`config.mk`:
```
export PLATFORM = sky130hd
export DESIGN_NAME = freelist
export DESIGN_NICKNAME = d
export VERILOG_FILES = /design/src/rtl/defines.sv /design/src/rtl/freelist_pkg.sv /design/src/rtl/freelist.sv
export SDC_FILE = /design/constraint.sdc
export NUM_CORES = 1
export LEC_CHECK = 0
export ABC_CLOCK_PERIOD_IN_PS = 3700
export BUFFER_PORTS_ARGS = -buffer_cell sky130_fd_sc_hd__buf_2
export CAP_MARGIN = 20
export CORE_MARGIN = 3
export CORE_UTILIZATION = 40
export DETAILED_ROUTE_END_ITERATION = 16
export GPL_ROUTABILITY_DRIVEN = 0
export SYNTH_ARGS = -nofsm -noshare
export SYNTH_HDL_FRONTEND = slang
export SYNTH_SLANG_ARGS = --single-unit
```
`constraint.sdc`:
```
create_clock -name clock -period 3.7 [get_ports clock]
set_input_delay 0.185 -clock clock [delete_from_list [all_inputs] [get_ports clock]]
set_output_delay 0.185 -clock clock [all_outputs]
set_load 0.1 [all_outputs]
```
`src/rtl/defines.sv`:
```
// Register-file sizing shared by the rename stage: physical/logical register counts and index ranges.
`ifndef DEFINES_SV
`define DEFINES_SV
`define PREG_NUM 64
`define LREG_NUM 32
`define PREG_RANGE 5:0
`define LREG_RANGE 4:0
`endif

```
`src/rtl/freelist_pkg.sv`:
```
// Helpers shared by the physical-register free list.
package freelist_pkg;

   function automatic logic [1:0] lane_cnt(input logic a, input logic b);
      return {1'b0, a} + {1'b0, b};
   endfunction

endpackage

```
`src/rtl/freelist.sv`:
```
// Physical-register free list: two-wide allocate for rename, two-wide release from commit,
// speculative head restored from the architectural head on redirect. Optional checker: FREELIST_CHECK_EN.
module freelist
   import freelist_pkg::*;
#(
   parameter int PREG_NUM = `PREG_NUM,
   parameter int LREG_NUM = `LREG_NUM,
   parameter int FL_DEPTH = PREG_NUM - LREG_NUM
) (
   input  logic                      clock,
   input  logic                      reset_n,
   input  logic                      alloc_req_0,
   input  logic                      alloc_req_1,
   output logic                      alloc_ready,
   output logic [`PREG_RANGE]        alloc_preg_0,
   output logic [`PREG_RANGE]        alloc_preg_1,
   input  logic                      free_valid_0,
   input  logic [`PREG_RANGE]        free_preg_0,
   input  logic                      free_valid_1,
   input  logic [`PREG_RANGE]        free_preg_1,
   input  logic [1:0]                commit_alloc_cnt,
   input  logic                      redirect_valid,
`ifdef FREELIST_CHECK_EN
   output logic                      freelist_err,
`endif
   output logic [$clog2(FL_DEPTH):0] free_count
);

   localparam int IW = $clog2(FL_DEPTH);
   localparam int PW = IW + 1;

   typedef logic [PW-1:0]      ptr_t;
   typedef logic [IW-1:0]      idx_t;
   typedef logic [`PREG_RANGE] preg_t;

   preg_t      fl [FL_DEPTH];
   ptr_t       head, arch_head, tail;
   idx_t       head_idx, head_idx1, tail_idx, tail_idx1;
   logic [1:0] alloc_cnt, free_cnt;

   assign head_idx  = head[IW-1:0];
   assign head_idx1 = head_idx + idx_t'(1);
   assign tail_idx  = tail[IW-1:0];
   assign tail_idx1 = tail_idx + idx_t'(1);
   assign alloc_cnt = lane_cnt(alloc_req_0, alloc_req_1);
   assign free_cnt  = lane_cnt(free_valid_0, free_valid_1);

   // Ready only needs two entries, regardless of how many slots ask, to keep rename timing short.
   assign free_count   = tail - head;
   assign alloc_ready  = (free_count >= ptr_t'(2)) && !redirect_valid;
   assign alloc_preg_0 = fl[head_idx];
   assign alloc_preg_1 = alloc_req_0 ? fl[head_idx1] : fl[head_idx];

   always_ff @(posedge clock or negedge reset_n) begin
      if (!reset_n) begin
         for (int i = 0; i < FL_DEPTH; i++) fl[i] <= preg_t'(LREG_NUM + i);
         head      <= '0;
         arch_head <= '0;
         tail      <= ptr_t'(FL_DEPTH);
      end else begin
         if (free_valid_0) fl[tail_idx] <= free_preg_0;
         if (free_valid_1) fl[free_valid_0 ? tail_idx1 : tail_idx] <= free_preg_1;
         tail      <= tail + ptr_t'(free_cnt);
         arch_head <= arch_head + ptr_t'(commit_alloc_cnt);
         // Same-cycle commit is folded into the restored head.
         if (redirect_valid)   head <= arch_head + ptr_t'(commit_alloc_cnt);
         else if (alloc_ready) head <= head + ptr_t'(alloc_cnt);
      end
   end

`ifdef FREELIST_CHECK_EN
   logic over_free, over_commit, dup_free;
   ptr_t spec_cnt;

   assign spec_cnt    = head - arch_head;
   assign over_free   = ({1'b0, free_count} + (PW+1)'(free_cnt)) > (PW+1)'(FL_DEPTH);
   assign over_commit = ptr_t'(commit_alloc_cnt) > spec_cnt;

   // An entry is live when its distance from head is below free_count.
   always_comb begin
      dup_free = 1'b0;
      for (int i = 0; i < FL_DEPTH; i++) begin
         if ((ptr_t'(idx_t'(i) - head_idx) < free_count) &&
             ((free_valid_0 && fl[i] == free_preg_0) || (free_valid_1 && fl[i] == free_preg_1)))
            dup_free = 1'b1;
      end
   end

   always_ff @(posedge clock or negedge reset_n) begin
      if (!reset_n)                                 freelist_err <= 1'b0;
      else if (over_free || over_commit || dup_free) freelist_err <= 1'b1;
   end

`ifndef SYNTHESIS
   always_ff @(posedge clock) begin
      if (reset_n && dup_free) $error("freelist: released preg already present in free list");
   end
`endif
`endif

endmodule

```
# --- Word level (Yosys, flattened, before mapping) ---
# Index checks and enable logic that the tools add are counted.
op_classes:
  bitwise_logic: 4
  n_mux: 18
  addsub: 8
  reduce_logical: 5
  order_cmp: 7
op_table:
  columns: ["operator", "n"]
  rows:
  - ["192-bit bitwise mux", 2]
  - ["192-bit two-way mux", 2]
  - ["6-bit binary-select mux with 5-bit select", 2]
  - ["6-bit demux with 5-bit select", 2]
  - ["6-bit two-way mux", 9]
  - ["6-bit greater-or-equal comparator (second input constant)", 4]
  - ["5-bit inverter with 6-bit output", 4]
  - ["6-bit by 2-bit adder with 6-bit output", 3]
  - ["6-bit by 1-bit less-than comparator with 1-bit output (second input constant)", 2]
  - ["5-bit by 1-bit adder with 5-bit output (second input constant)", 2]
  - ["6-bit by 2-bit greater-or-equal comparator with 1-bit output (second input constant)", 1]
  - ["6-bit subtractor", 1]
  - ["5-bit two-way mux", 1]
  - ["1-bit by 1-bit adder with 2-bit output", 2]
  - ["1-bit logical AND", 3]
  - ["2-bit nonzero test", 1]
  - ["1-bit logical NOT", 1]
word_totals:
  wordCells: 77
  reg_bits: 210
  out_inout_bits: 19

# --- Depth between registers and ports, before layout ---
# Gate-level depths: netlist of the first run.
logic_depth:
  depth_word: 9
  depth_mapped: 11

# --- Worst setup path before layout of the first run ---
# OpenSTA, ideal clock, no wires.
synth_path:
  path_kind: "register -> output"
  startpoint: "register head[2]"
  endpoint: "output alloc_ready"
  t_required_ns: 3.515
  stages_incl_launch_ff: 11
  n_path_buf: 3
  arrival_ns: 4.678
  slack_ns: -1.163
  path_cell_list: "dfrtp_1 > buf_2 > buf_2 > buf_2 > inv_1 > ha_1 > nor2_1 > a21oi_1 > xor2_1 > nor4_4 > nor2_1"
synth_via:
  elab_chain_cells: 3
synth_lines:
  columns: ["item", "line_no", "source"]
  rows:
  - ["start, declared", "freelist.sv:37", "ptr_t head, arch_head, tail;"]
  - ["start signal, assigned", "freelist.sv:66", "if (redirect_valid) head <= arch_head + ptr_t'(commit_alloc_cnt);"]
  - ["start signal, assigned", "freelist.sv:67", "else if (alloc_ready) head <= head + ptr_t'(alloc_cnt);"]
  - ["6-bit subtractor", "freelist.sv:49", "assign free_count = tail - head;"]
  - ["via free_count[3]", "freelist.sv:26", "output logic [$clog2(FL_DEPTH):0] free_count"]
  - ["6-bit by 2-bit greater-or-equal comparator with 1-bit output", "freelist.sv:50", "assign alloc_ready = (free_count >= ptr_t'(2)) && !redirect_valid;"]
  - ["1-bit logical AND", "freelist.sv:50", null]
  - ["end, declared", "freelist.sv:14", "output logic alloc_ready,"]
# The timed path passes the listed nets, and every way through them passes these cells.

# --- Worst setup path after layout of the first run ---
layout_path:
  startpoint: "register head[0]"
  endpoint: "output alloc_preg_1[1]"
layout_via:
  elab_chain_cells: 6
layout_lines:
  columns: ["item", "line_no", "source"]
  rows:
  - ["5-bit by 1-bit adder with 5-bit output", "freelist.sv:42", "assign head_idx1 = head_idx + idx_t'(1);"]
  - ["5-bit inverter with 6-bit output (implied by the code)", "freelist.sv:52", "assign alloc_preg_1 = alloc_req_0 ? fl[head_idx1] : fl[head_idx];"]
  - ["6-bit binary-select mux with 5-bit select", "freelist.sv:52", null]
  - ["6-bit two-way mux (implied by the code) (2 in a row)", "freelist.sv:52", null]
  - ["6-bit two-way mux (*)", "freelist.sv:52", null]
  - ["end, declared", "freelist.sv:16", "output logic [`PREG_RANGE] alloc_preg_1,"]
# Mark *: on every way between the ends. The rest lies on a longest branch, timed or not. The select of a mux whose other input is x is not followed.

==> impl_metrics.tcl, run 1 <==
set metrics [dict create \
    status "finished, final reports clean" \
    cp_common_cell "nand3_1" \
    ctsRootBufferMaster "clkbuf_16" \
    grt_first_pass_wirelength_um 71700 \
    syn_inst 1287 \
    final_hold_viol_count 0 \
    cp.arrival_ns 3.39 \
    path_cells "buf_4 > nand3_1 > xnor2_1 > nand3_1 > o22ai_1 > a211o_1 > clkbuf_4" \
    nets 1327 \
    die_h_um 194 \
    worstSkewPairLatency_ns 0.55 \
    rows 68 \
    ys_async_sr_fraction_pct 100 \
    synth_area_leader_cell "dfstp_2" \
    synthesis.area_mm2 0.0141 \
    cap_violations 0 \
    vias 10800 \
    ios 40 \
    setup_tns_ns 0 \
    syn_area_per_cell_um2 11.0 \
    drt-total-wl_um 47600 \
    ant_nets 0 \
    placed_area_mm2 0.0148 \
    n_antenna_cell 0 \
    fin_crit_sh_pct 96.5 \
    relSlewSlack_pct 32.9 \
    grt_pass1_vias 10800 \
    grt_use_total_pct 24.9 \
    syn-num-nets 1327 \
    ff_latch_area_mm2 0.00540 \
    syn_to_final_growth_pct 11.7 \
    final-setup-viol-count 0 \
    synth_cell_types 49 \
    first_pass_iters 7 \
    post-dp-hpwl_um 32800 \
    yosysMostFrequentCell "mux2i_1" \
    die_area_mm2 0.0376 \
    yosysWarnings 0 \
    synth_commonest_cells "mux2i_1 (197), mux2_2 (139), dfstp_2 (113)" \
    synthTopCellsByArea "dfstp_2 (21%), dfrtp_1 (17%), mux2i_1 (14%), mux4_2 (11%), mux2_2 (11%)" \
    routedWlPerCell_um 27.0 \
    start_kind "flop" \
    vias_per_cell 6.15 \
    crit_required_ns 3.51 \
    fin_crit_ns 3.57 \
    yosysTopAreaCellShare_pct 21.0 \
    clock-skew-final_ns 0.00865 \
    fillers 3179 \
    post_cts_buffers 0 \
    antenna_found_initial 0 \
    synth_ff_type "dfstp_2" \
    fin_area_mm2 0.0158 \
    cts_num_sinks 210 \
    synth_seq_cells 210 \
    clk_pin_slew_ns 0.06 \
    drc_errors 0 \
    grt_max_degree 99 \
    io_buffers 39 \
    multi_input_area_mm2 0.00827 \
    drive_above_1_share_pct 35.2 \
    ctsHtreeMaxLevel 1 \
    max_stage_delay_ns 0.57 \
    ys_seq_area_share_pct 38.2 \
    max_freq_mhz 280 \
    coreArea_mm2 0.0346 \
    worst_pin_slew_ns 1.01 \
    overflow 0 \
    cts_buffers 27 \
    r2r_slack_ns 0.77 \
    end_kind "output pin" \
    slowest_stage "buf_4" \
    drtIter0Drc 1200 \
    clock_path_buffers 3 \
    cts_tree "built" \
    start_util_pct 40.8 \
    fp.dieW_um 194 \
    critPathKind "reg2out" \
    crit_fanout 51 \
    rsz0062_at_grt "false" \
    hold_class "in2reg" \
    synth-edff-count 0 \
    slew_viol_final 0 \
]
## routing by layer
layer | wire length, um | vias to the layer above | global-route usage, %
li1 | - | 4727 | -
met1 | 19900 | 5402 | 34.8
met2 | 21100 | 571 | 38.2
met3 | 4330 | 129 | 4.83
met4 | 2330 | 0 | 10.2
met5 | 0 | - | 0
## layout by cell type (no fill, tap or decap), drive strengths merged, types with 9 or more instances in the layout
cell and count:
inv 22, dfrtp 97, o21ai 59, nand3 42, mux2 146, nor2 113
xor2 9, dfstp 113, nand2 98, a21oi 82, o22ai 13, nor3 13
mux2i 197, buf 61, a22oi 32, mux4 72, clkbuf 45, xnor2 9
ha 15
## worst max-delay path, delay by kind of cell, from the launching register on
| family | cells | cell delay (ns) |
|---|---|---|
| AND/OR/NAND/NOR | 2 | 0.65 |
| XOR/XNOR | 1 | 0.26 |
| AO/OA/AOI/OAI | 2 | 0.57 |
| flip-flops | 1 | 0.41 |
| buffers and inverters | 2 | 0.90 |
## path summary, 6_finish.rpt
check / from / to / cells after the start
setup / recovery: head[0]$_DFFE_PN0P_ / alloc_preg_1[1] / 7
hold / removal: free_valid_1 / tail[0]$_DFF_PN0_ / 4
setup reg to reg: head[4]$_DFFE_PN0P_ / head[0]$_DFFE_PN0P_ / 8
hold reg to reg: arch_head[5]$_DFF_PN0_ / arch_head[5]$_DFF_PN0_ / 1
max in group asynchronous: reset_n / head[2]$_DFFE_PN0P_ / 3
min in group asynchronous: reset_n / fl[69]$_DFF_PN0_ / 2
## cell families after synthesis
kind of cell,Yosys count,share of synthesized area (%)
multiplexers,415,37.1
AND/OR/NAND/NOR,298,9.27
flip-flops,210,38.2
AO/OA/AOI/OAI,207,8.75
buffers and inverters,120,3.57
adder cells (fa/ha/maj),19,1.90
XOR/XNOR,18,1.12
## layout make-up
cell class,count,share of cell area (%)
clock buffer,39,5.15
clock inverter,10,0.897
inverter,21,0.500
multi-input combinational,957,52.5
sequential,210,34.3
tap,455,3.61
timing repair buffer,70,3.06
## per-stage QoR
step / setup WS, ns / util (%) / instances / hold slack (ns)
floorplan: 0.0561 / - / 1287 / -0.111
global placement: 0.709 / 42.6 / 1710 / 0.352
detailed placement: 0.645 / 42.6 / 1710 / 0.350
CTS: 0.0692 / 45.5 / 1762 / 0.101
global route: 0.0185 / 45.5 / 1762 / 0.156
finish: 0.128 / 45.5 / 1762 / 0.110
## timing repair
action,in CTS,in global routing
hold endpoints to repair,50,0
endpoints found under the setup margin,0,5
hold buffers,3,0
resized for setup,0,5
## flip-flops by register name, summed over array words and instances, names as in the netlist
signal / flops
arch_head: 6
fl: 192
head: 6
tail: 6
Power of run 1 is not shown: default switching activity piles up to over one toggle a cycle in this logic, so the estimate is an artifact.
==> run 2: changes to the inputs <==
--- a/config.mk
+++ b/config.mk
@@ -8,10 +8,11 @@
 export ABC_CLOCK_PERIOD_IN_PS = 3700
 export BUFFER_PORTS_ARGS = -buffer_cell sky130_fd_sc_hd__buf_2
 export CAP_MARGIN = 20
-export CORE_MARGIN = 3
-export CORE_UTILIZATION = 40
+export CORE_MARGIN = 2
+export CORE_UTILIZATION = 50
 export DETAILED_ROUTE_END_ITERATION = 16
 export GPL_ROUTABILITY_DRIVEN = 0
+export PLACE_DENSITY = 0.66
 export SYNTH_ARGS = -nofsm -noshare
 export SYNTH_HDL_FRONTEND = slang
 export SYNTH_SLANG_ARGS = --single-unit
==> impl_metrics.tcl, run 2 (synthesized netlist as in run 1, its figures left out) <==
set metrics [dict create \
    drtIter0Drc 1218 \
    crit_buf_inv 2 \
    fillers 2441 \
    worstRegToRegCells 8 \
    final_cell_mix "mux2i_1 (197), mux2_2 (139), dfstp_2 (113), nor2_1 (103), nand2_1 (98)" \
    drt-total-wl_um 44700 \
    ctsHtreeMaxLevel 1 \
    fin_crit_ns 3.52 \
    start_kind "flop" \
    ios 40 \
    nets 1319 \
    routedWlPerCell_um 26.7 \
    status "finished, final reports clean" \
    post_cts_buffers 0 \
    cap_violations 0 \
    fp.dieW_um 172 \
    critPathKind "reg2out" \
    largest_register_ffs 192 \
    post-dp-hpwl_um 30800 \
    regToRegEndpoint "head[0]$_DFFE_PN0P_" \
    relSlewSlack_pct 31.4 \
    ff_latch_area_mm2 0.00540 \
    clk_pin_slew_ns 0.06 \
    drc_errors 0 \
    clock_path_buffers 3 \
    worstHoldStart "commit_alloc_cnt[1]" \
    die_area_mm2 0.0296 \
    setup_tns_ns 0 \
    hold_depth 4 \
    ctsRootBufferMaster "clkbuf_16" \
    slowest_stage "nor2_1" \
    worstSkewPairLatency_ns 0.54 \
    first_pass_iters 7 \
    die_h_um 172 \
    coreArea_mm2 0.0278 \
    cts_num_sinks 210 \
    cts_tree "built" \
    grt_use_total_pct 31.1 \
    cp-startpoint "head[4]$_DFFE_PN0P_" \
    clock-skew-final_ns 0.0191 \
    io_buffers 39 \
    start_util_pct 50.8 \
    slew_viol_final 0 \
    final-setup-viol-count 0 \
    end_kind "output pin" \
    vias_per_cell 6.46 \
    multi_input_area_mm2 0.00828 \
    r2r_slack_ns 0.92 \
    max_freq_mhz 284 \
    largest_register "fl" \
    max_stage_delay_ns 0.84 \
    crit_required_ns 3.51 \
    cp.arrival_ns 3.33 \
    ant_nets 0 \
    n_antenna_cell 0 \
    antenna_found_initial 0 \
    crit_family "simple AND/OR/NAND/NOR gates" \
    hold_class "in2reg" \
    hold-path-endpoint "arch_head[1]$_DFF_PN0_" \
    rsz0062_at_grt "false" \
    whs_ns 0.143 \
    vias 10800 \
    grt_pass1_vias 10600 \
    drive_above_1_share_pct 35.0 \
    syn_to_final_growth_pct 10.0 \
    crit_fanout 12 \
    grt_first_pass_wirelength_um 68200 \
    worstReg2RegStart "head[4]$_DFFE_PN0P_" \
    final_hold_viol_count 0 \
    final_common_cell "mux2i_1" \
    rows 61 \
    overflow 0 \
    fin_crit_sh_pct 95.1 \
    worst_pin_slew_ns 1.03 \
    path_cells "inv_1 > nor2_1 > a22oi_1 > nand3_1 > nand4_1 > a211o_1 > buf_2" \
    grt_max_degree 92 \
    cts_buffers 25 \
]
run 2: cell count changes in the layout (fill, tap and decap cells not counted), sizes merged:
cell / delta
bufinv: -1
inv: -1
buf: -1
clkinv: +1
clkbuf: -8
run 2: how the worst max path moves through the flow:
| stage | endpoint | slack (ns) | cells after the start |
|---|---|---|---|
| 6_report | alloc_preg_1[4] | 0.18 | 7 |
| 5_1_grt | alloc_preg_1[1] | 0.1 | 7 |
| 4_1_cts | alloc_preg_1[4] | 0.16 | 7 |
| 3_5_place_dp | alloc_preg_1[4] | 0.75 | 7 |
| 3_3_place_gp | alloc_preg_1[3] | 0.80 | 7 |
| 2_1_floorplan | alloc_ready | 0.06 | 10 |
run 2: layer usage:
metal,global-route usage (%),vias to the layer above,share of wire (%)
met3,6.61,78,9.9
met1,45.1,5453,43
met5,0,-,0
met4,9.10,0,3.1
li1,-,4703,-
met2,47.1,580,44
run 2: tightest hold or removal path, delay by kind of cell:
kind / cells / cell delay (ns)
buffers and inverters: 3 / 0.23
adders and majority gates: 1 / 0.23
run 2: cell type report:
class	count	share of cell area [%]
multi-input combinational	957	53.4
clock buffer	36	4.81
sequential	210	34.8
inverter	21	0.508
timing repair buffer	64	2.80
tap	378	3.05
clock inverter	9	0.669
run 2: stage by stage:
step	util [%]	setup WS, ns	std cells	instance area, um^2
2_1_floorplan	-	0.0561	1287	14100
3_3_place_gp	52.6	0.800	1626	14600
3_5_place_dp	52.6	0.746	1626	14600
4_1_cts	55.8	0.163	1674	15500
5_1_grt	55.9	0.100	1675	15500
6_report	55.9	0.181	1675	15500
run 2: repair_timing:
action / CTS / global route
gates resized for setup: 0 / 3
hold buffers: 3 / 0
setup endpoints to repair: 0 / 5
endpoints found under the hold margin: 51 / 0
Power of run 2 is left out for the same reason.
